<file path="src/rtl/sinc_sample_buffer_if.sv">
// Bus between the sinc3 sample buffer and its neighbours: the decimator word
// side (word_clk/data_in), the quasi-static offset, and the host read port
// with its status flags.
interface sinc_sample_buffer_if #(
  parameter int DEPTH = 16,
  parameter int AW    = 4
);
  logic          word_clk;
  logic [15:0]   data_in;
  logic [15:0]   offset;
  logic          rd_en;
  logic          clr_ovf;
  logic [15:0]   rd_data;
  logic          rd_valid;
  logic          empty;
  logic          full;
  logic [AW:0]   count;
  logic          overflow;

  // Driver side: decimator plus host controller.
  modport master (
    output word_clk, data_in, offset, rd_en, clr_ovf,
    input  rd_data, rd_valid, empty, full, count, overflow
  );

  // Buffer side.
  modport slave (
    input  word_clk, data_in, offset, rd_en, clr_ovf,
    output rd_data, rd_valid, empty, full, count, overflow
  );
endinterface

</file>
<file path="src/rtl/sinc_sample_buffer.sv">
// Output buffer behind the sinc3 decimator. Detects each new word on
// word_clk, captures it, subtracts a signed offset with saturation and
// queues the result in a DEPTH-entry FIFO drained by the host.
// Single clock domain (mclk1), synchronous active-high reset.
module sinc_sample_buffer #(
  parameter int DEPTH = 16,
  parameter int AW    = 4
) (
  input  logic                 mclk1,
  input  logic                 reset,
  sinc_sample_buffer_if.slave  bus
);

  localparam logic [AW:0]   CNT_ONE   = {{AW{1'b0}}, 1'b1};
  localparam logic [AW:0]   CNT_DEPTH = {1'b1, {AW{1'b0}}};
  localparam logic [AW-1:0] PTR_ONE   = {{(AW-1){1'b0}}, 1'b1};

  // Signed a - b, clamped to the 16-bit two's complement range.
  function automatic logic [15:0] sat_sub(input logic [15:0] a,
                                          input logic [15:0] b);
    logic [16:0] diff;
    logic [15:0] res;
    diff = {a[15], a} - {b[15], b};
    if (diff[16] != diff[15]) begin
      res = diff[16] ? 16'h8000 : 16'h7FFF;
    end else begin
      res = diff[15:0];
    end
    return res;
  endfunction

  // word_clk edge detector
  logic wc_q;
  logic wc_qq;
  logic strobe;

  // pipeline stage 1
  logic [15:0] samp_q;
  logic        samp_v;
  logic [15:0] corr;

  // FIFO storage and bookkeeping
  logic [15:0]   mem [DEPTH];
  logic [AW-1:0] wr_ptr;
  logic [AW-1:0] rd_ptr;
  logic [AW:0]   count_q;
  logic [AW:0]   count_nxt;
  logic          empty_q;
  logic          full_q;
  logic [15:0]   rd_data_q;
  logic          rd_valid_q;
  logic          overflow_q;

  logic wr_acc;
  logic rd_acc;
  logic drop;

  // Two-stage sampler of word_clk; preset high so a word_clk that is already
  // high when reset releases does not look like a fresh edge.
  always_ff @(posedge mclk1) begin
    if (reset) begin
      wc_q  <= 1'b1;
      wc_qq <= 1'b1;
    end else begin
      wc_q  <= bus.word_clk;
      wc_qq <= wc_q;
    end
  end

  assign strobe = wc_q & ~wc_qq;

  // Stage 1: capture the decimator word on the detected rising edge.
  always_ff @(posedge mclk1) begin
    if (reset) begin
      samp_q <= 16'h0000;
      samp_v <= 1'b0;
    end else if (strobe) begin
      samp_q <= bus.data_in;
      samp_v <= 1'b1;
    end else begin
      samp_v <= 1'b0;
    end
  end

  // Stage 2 is combinational; the corrected word is written into the FIFO.
  assign corr = sat_sub(samp_q, bus.offset);

  // Accept/read/drop decisions; a write while full needs a same-cycle read.
  always_comb begin
    rd_acc = 1'b0;
    wr_acc = 1'b0;
    drop   = 1'b0;
    if (bus.rd_en && !empty_q) begin
      rd_acc = 1'b1;
    end else begin
      rd_acc = 1'b0;
    end
    if (samp_v) begin
      if (!full_q || bus.rd_en) begin
        wr_acc = 1'b1;
      end else begin
        drop = 1'b1;
      end
    end else begin
      wr_acc = 1'b0;
      drop   = 1'b0;
    end
  end

  // Next occupancy from the accepted write/read pair.
  always_comb begin
    count_nxt = count_q;
    case ({wr_acc, rd_acc})
      2'b10:   count_nxt = count_q + CNT_ONE;
      2'b01:   count_nxt = count_q - CNT_ONE;
      default: count_nxt = count_q;
    endcase
  end

  // Pointers, occupancy and registered empty/full flags.
  always_ff @(posedge mclk1) begin
    if (reset) begin
      wr_ptr  <= {AW{1'b0}};
      rd_ptr  <= {AW{1'b0}};
      count_q <= {(AW+1){1'b0}};
      empty_q <= 1'b1;
      full_q  <= 1'b0;
    end else begin
      if (wr_acc) begin
        wr_ptr <= wr_ptr + PTR_ONE;
      end
      if (rd_acc) begin
        rd_ptr <= rd_ptr + PTR_ONE;
      end
      count_q <= count_nxt;
      empty_q <= (count_nxt == {(AW+1){1'b0}});
      full_q  <= (count_nxt == CNT_DEPTH);
    end
  end

  // Sample storage; contents survive reset, and a word in flight at reset is lost.
  always_ff @(posedge mclk1) begin
    if (!reset && wr_acc) begin
      mem[wr_ptr] <= corr;
    end
  end

  // Host read port: one-cycle valid pulse, data holds between reads.
  always_ff @(posedge mclk1) begin
    if (reset) begin
      rd_data_q  <= 16'h0000;
      rd_valid_q <= 1'b0;
    end else begin
      rd_valid_q <= rd_acc;
      if (rd_acc) begin
        rd_data_q <= mem[rd_ptr];
      end
    end
  end

  // Sticky overflow; a drop in the same cycle as a clear keeps it set.
  always_ff @(posedge mclk1) begin
    if (reset) begin
      overflow_q <= 1'b0;
    end else if (drop) begin
      overflow_q <= 1'b1;
    end else if (bus.clr_ovf) begin
      overflow_q <= 1'b0;
    end
  end

  assign bus.rd_data  = rd_data_q;
  assign bus.rd_valid = rd_valid_q;
  assign bus.empty    = empty_q;
  assign bus.full     = full_q;
  assign bus.count    = count_q;
  assign bus.overflow = overflow_q;

endmodule

</file>
<file path="src/flat_wrapper.sv">
// flat-port wrapper written by rule: the top's interface ports become plain ports
module sinc_sample_buffer_flat 
#(
  parameter int DEPTH = 16,
  parameter int AW    = 4
)
  (mclk1, reset, bus_word_clk, bus_data_in, bus_offset, bus_rd_en, bus_clr_ovf, bus_rd_data, bus_rd_valid, bus_empty, bus_full, bus_count, bus_overflow);
  sinc_sample_buffer_if #(.DEPTH(DEPTH), .AW(AW)) bus_i ();
  input  logic mclk1;
  input  logic reset;
  input wire logic [$bits(bus_i.word_clk)-1:0] bus_word_clk;
  input wire logic [$bits(bus_i.data_in)-1:0] bus_data_in;
  input wire logic [$bits(bus_i.offset)-1:0] bus_offset;
  input wire logic [$bits(bus_i.rd_en)-1:0] bus_rd_en;
  input wire logic [$bits(bus_i.clr_ovf)-1:0] bus_clr_ovf;
  output wire logic [$bits(bus_i.rd_data)-1:0] bus_rd_data;
  output wire logic [$bits(bus_i.rd_valid)-1:0] bus_rd_valid;
  output wire logic [$bits(bus_i.empty)-1:0] bus_empty;
  output wire logic [$bits(bus_i.full)-1:0] bus_full;
  output wire logic [$bits(bus_i.count)-1:0] bus_count;
  output wire logic [$bits(bus_i.overflow)-1:0] bus_overflow;
  assign bus_i.word_clk = bus_word_clk;
  assign bus_i.data_in = bus_data_in;
  assign bus_i.offset = bus_offset;
  assign bus_i.rd_en = bus_rd_en;
  assign bus_i.clr_ovf = bus_clr_ovf;
  assign bus_rd_data = bus_i.rd_data;
  assign bus_rd_valid = bus_i.rd_valid;
  assign bus_empty = bus_i.empty;
  assign bus_full = bus_i.full;
  assign bus_count = bus_i.count;
  assign bus_overflow = bus_i.overflow;
  sinc_sample_buffer #(.DEPTH(DEPTH), .AW(AW)) u_core (.mclk1(mclk1), .reset(reset), .bus(bus_i));
endmodule
</file>
<file path="config.mk">
export PLATFORM = sky130hd
export DESIGN_NAME = sinc_sample_buffer_flat
export DESIGN_NICKNAME = d
export VERILOG_FILES = /design/src/rtl/sinc_sample_buffer_if.sv /design/src/rtl/sinc_sample_buffer.sv /design/src/flat_wrapper.sv
export SDC_FILE = /design/constraint.sdc
export NUM_CORES = 1
export LEC_CHECK = 0
export ABC_AREA = 1
export CAP_MARGIN = 20
export CORE_MARGIN = 4
export CORE_UTILIZATION = 40
export DETAILED_ROUTE_END_ITERATION = 10
export SKIP_LAST_GASP = 1
export SLEW_MARGIN = 10
export SYNTH_ARGS = -nofsm -noshare
export SYNTH_HDL_FRONTEND = slang
export SYNTH_SLANG_ARGS = --single-unit
</file>
<file path="constraint.sdc">
create_clock -name mclk1 -period 3.55 [get_ports mclk1]
set_clock_uncertainty 0.1 [all_clocks]
set_input_delay 0.355 -clock mclk1 [delete_from_list [all_inputs] [get_ports mclk1]]
set_output_delay 0.355 -clock mclk1 [all_outputs]
set_load 0.005 [all_outputs]
</file>
==> flow_metrics.tcl <==
set metrics [dict create \
    drcViolationCount 0 \
    finalCritPeriodShare 0.744 \
    reg2reg_depth 15 \
    grt_max_degree 73 \
    path_cells "inv_1 -> ha_1 -> inv_1 -> fa_1 -> nand2_1 -> nand2_1 -> nand3_1 -> nand2_2 -> nand3_2 -> nand3_2 -> nand2_2 -> nand2_4 -> nand2_1 -> nand2_1 -> buf_4" \
    grt_overflow 0 \
    yosysSeqAreaShare 0.662 \
    crit_slowest_cell "fa_1" \
    cp.required_ns 3.73 \
    drv_cap 0 \
    syn_area_um2 13200 \
    leakagePower_uw 0.00582 \
    ys_async_sr_fraction 0 \
    synth_seq_cells 308 \
    internal-power_uw 6730 \
    tightestPinTransition_ns 0.845 \
    final_util 0.483 \
    cts_setup_buffers 0 \
    netlist_instances 1210 \
    drive_gt1_frac 0.117 \
    crit_type "flip-flop to flip-flop" \
    timing_max_transition_violations_final 0 \
    die_x_um 190 \
    h-tree-depth 1 \
    hold_viol 0 \
    ys_warn_count 0 \
    path_buf_inv 3 \
    insertion_delay_ns 0.55 \
    power_frac_comb 0.176 \
    rsz0062_at_grt "false" \
    initial_utilization 0.405 \
    cp_num_cells 15 \
    power_uw 9180 \
    synth_fa_ha_area_frac 0.0243 \
    cts_sinks 308 \
    cts_hold_buf 0 \
    fin_crit_ns 2.64 \
    crit_family "simple AND/OR/NAND/NOR gates" \
    tns_ns 0 \
    hpwlAfterDp_mm 20.7 \
    setup_viol 0 \
    drt_iter0_drc 652 \
    syn_avg_cell_area_um2 10.9 \
    endpoint_kind "flip-flop" \
    wl_per_cell_um 20.0 \
    synthFlopType "edfxtp_1" \
    clock_power_share 0.363 \
    cts_buffer_depth 3 \
    slew_headroom 0.437 \
    power_density_nw_per_um2 584 \
    wl_mm 35.3 \
    postPlaceCellArea_um2 14700 \
    synth_top_family_by_area "simple AND/OR/NAND/NOR gates" \
    ys_types 39 \
    timing.hold.ws_ns 0.291 \
    cts.repair.resized 0 \
    synth_edf_count 256 \
    path_max_fanout 16 \
    nNetsFinal 1360 \
    switching_share 0.267 \
    peakVddDrop_v 0.000360 \
    grt_antenna_before_repair 1 \
    area_growth_pct 19.2 \
    gp_congestion 0.820 \
    synthMuxAreaShare 0 \
    vias 9296 \
    holdCritPathClass "input pin to flip-flop" \
    grt_pass1_vias 8930 \
    synth_compound_area_frac 0.115 \
    grt_usage 0.193 \
    first_pass_iters 5 \
    fmax_mhz 378 \
    net-switching-power_uw 2450 \
    syn_nets 1272 \
    cp.arrival_ns 2.82 \
    io_buffers 61 \
    whs_path_depth 3 \
    cts_made_buffers 31 \
    rows 66 \
    pwr-share-seq 0.462 \
    worst_path_largest_cell_delay_ns 0.43 \
    cp-start-kind "flip-flop" \
    root_buffer "clkbuf_16" \
    die_area_um2 35900 \
    synthSimpleGateAreaFrac 0.144 \
    grt_pass1_wl_mm 53.4 \
    ios 62 \
    finalInstanceArea_um2 15700 \
    cts_tree "built" \
    viasPerCell 5.28 \
    die_h_um 190 \
    status "completed" \
    postRouteAntennaNets 0 \
    antenna_cells 0 \
    fp.coreArea_um2 32500 \
    synthXorXnorAreaFrac 0.00797 \
    crit_top_cell "nand2_1" \
    cts.clk_slew.worst_paths_ns 0.06 \
]
-- synth_stat cells (3+ instances only) --
| master | number | area (um^2) |
|---|---|---|
| a21oi_1 | 36 | 180 |
| buf_2 | 17 | 85.1 |
| clkbuf_1 | 41 | 154 |
| dfxtp_1 | 52 | 1040 |
| edfxtp_1 | 256 | 7690 |
| ha_1 | 24 | 300 |
| inv_1 | 78 | 293 |
| inv_2 | 4 | 15.0 |
| nand2_1 | 125 | 469 |
| nand2_2 | 16 | 100 |
| nand3_1 | 67 | 335 |
| nand3b_1 | 3 | 22.5 |
| nor2_1 | 224 | 841 |
| nor3_1 | 10 | 50.1 |
| o21ai_0 | 151 | 756 |
| o21ai_1 | 12 | 60.1 |
| o221ai_1 | 48 | 420 |
| o22ai_1 | 8 | 50.1 |
| xor2_1 | 11 | 96.3 |
-- area by class of cell --
type,count,area (um^2)
Fill cell,2991,16800
Sequential cell,308,8730
Tap cell,442,553
Clock inverter,18,218
Inverter,84,317
Timing Repair Buffer,120,1170
Multi-Input combinational cell,753,3900
Clock buffer,37,828
-- through the flow --
stage	setup slack, ns	instances
floorplan	0.994	1210
global placement	0.488	1707
detailed placement	0.445	1707
CTS	0.904	1762
global route	0.741	1762
finish	0.908	1762
-- power groups by stage --
stage                     Clock [uW]  Combinational (uW)  Sequential [uW]
after floorplan                    0                1020             4270
after global placement             0                1580             4310
after detailed placement           0                1600             4320
after CTS                       3380                1610             4240
after global routing            3530                1800             4250
final                           3330                1610             4240
-- layout by cell type, fill, tap and decap left out, types with 4 or more instances in the layout --
| cell type | instances |
|---|---|
| nand2_2 | 16 |
| clkbuf_16 | 31 |
| buf_12 | 9 |
| clkinv_1 | 4 |
| o22ai_1 | 8 |
| o21ai_1 | 12 |
| nor3_2 | 8 |
| bufinv_16 | 5 |
| nand3_1 | 67 |
| nor2_2 | 9 |
| clkinv_2 | 9 |
| dfxtp_1 | 50 |
| clkdlybuf4s50_1 | 61 |
| xor2_1 | 11 |
| ha_1 | 24 |
| inv_1 | 78 |
| o21ai_0 | 151 |
| buf_4 | 50 |
| edfxtp_1 | 256 |
| nand2_1 | 125 |
| o221ai_1 | 48 |
| nor2_1 | 216 |
| a21oi_1 | 36 |
-- sequential cells by signal (all words and copies together), names as in the netlist --
signal               cells
u_core.mem             256
u_core.bus.rd_data      16
u_core.samp_q           16
u_core.bus.count         5
u_core.rd_ptr            4
u_core.wr_ptr            4
u_core.bus.empty         1
u_core.bus.full          1
u_core.bus.overflow      1
u_core.bus.rd_valid      1
u_core.samp_v            1
u_core.wc_q              1
u_core.wc_qq             1
-- tightest hold or removal path: cells and delay by family --
kind,cells,cell delay [ns]
and+or+nand+nor,2,0.15
buffers and inverters,1,0.39
-- path summary, 6_finish.rpt --
path                                               startpoint                              to  slack [ns]
worst min register to register         u_core.wc_q$_SDFF_PP1_         u_core.wc_qq$_SDFF_PP1_        0.33
worst max register to register  u_core.samp_q[0]$_SDFFE_PP0P_     u_core.mem[10][9]$_DFFE_PP_        0.91
worst min-delay path                          bus_data_in[12]  u_core.samp_q[12]$_SDFFE_PP0P_        0.29
worst max-delay path            u_core.samp_q[0]$_SDFFE_PP0P_     u_core.mem[10][9]$_DFFE_PP_        0.91
-- cells by family after synthesis --
kind of cell	Yosys count
AO/OA/AOI/OAI	261
XOR/XNOR	12
flip-flops	308
AND/OR/NAND/NOR	455
adder cells (fa/ha/maj)	25
buffers and inverters	149
-- layer usage --
layer,track usage,share of wire,wire (um),vias to the layer above
li1,-,-,-,4436
met1,0.273,0.44,15500,4469
met2,0.308,0.46,16200,335
met3,0.0374,0.075,2640,54
met4,0.0537,0.025,892,2
met5,0,0.00048,17,-
Note: power is estimated with default switching activity, not from simulation.
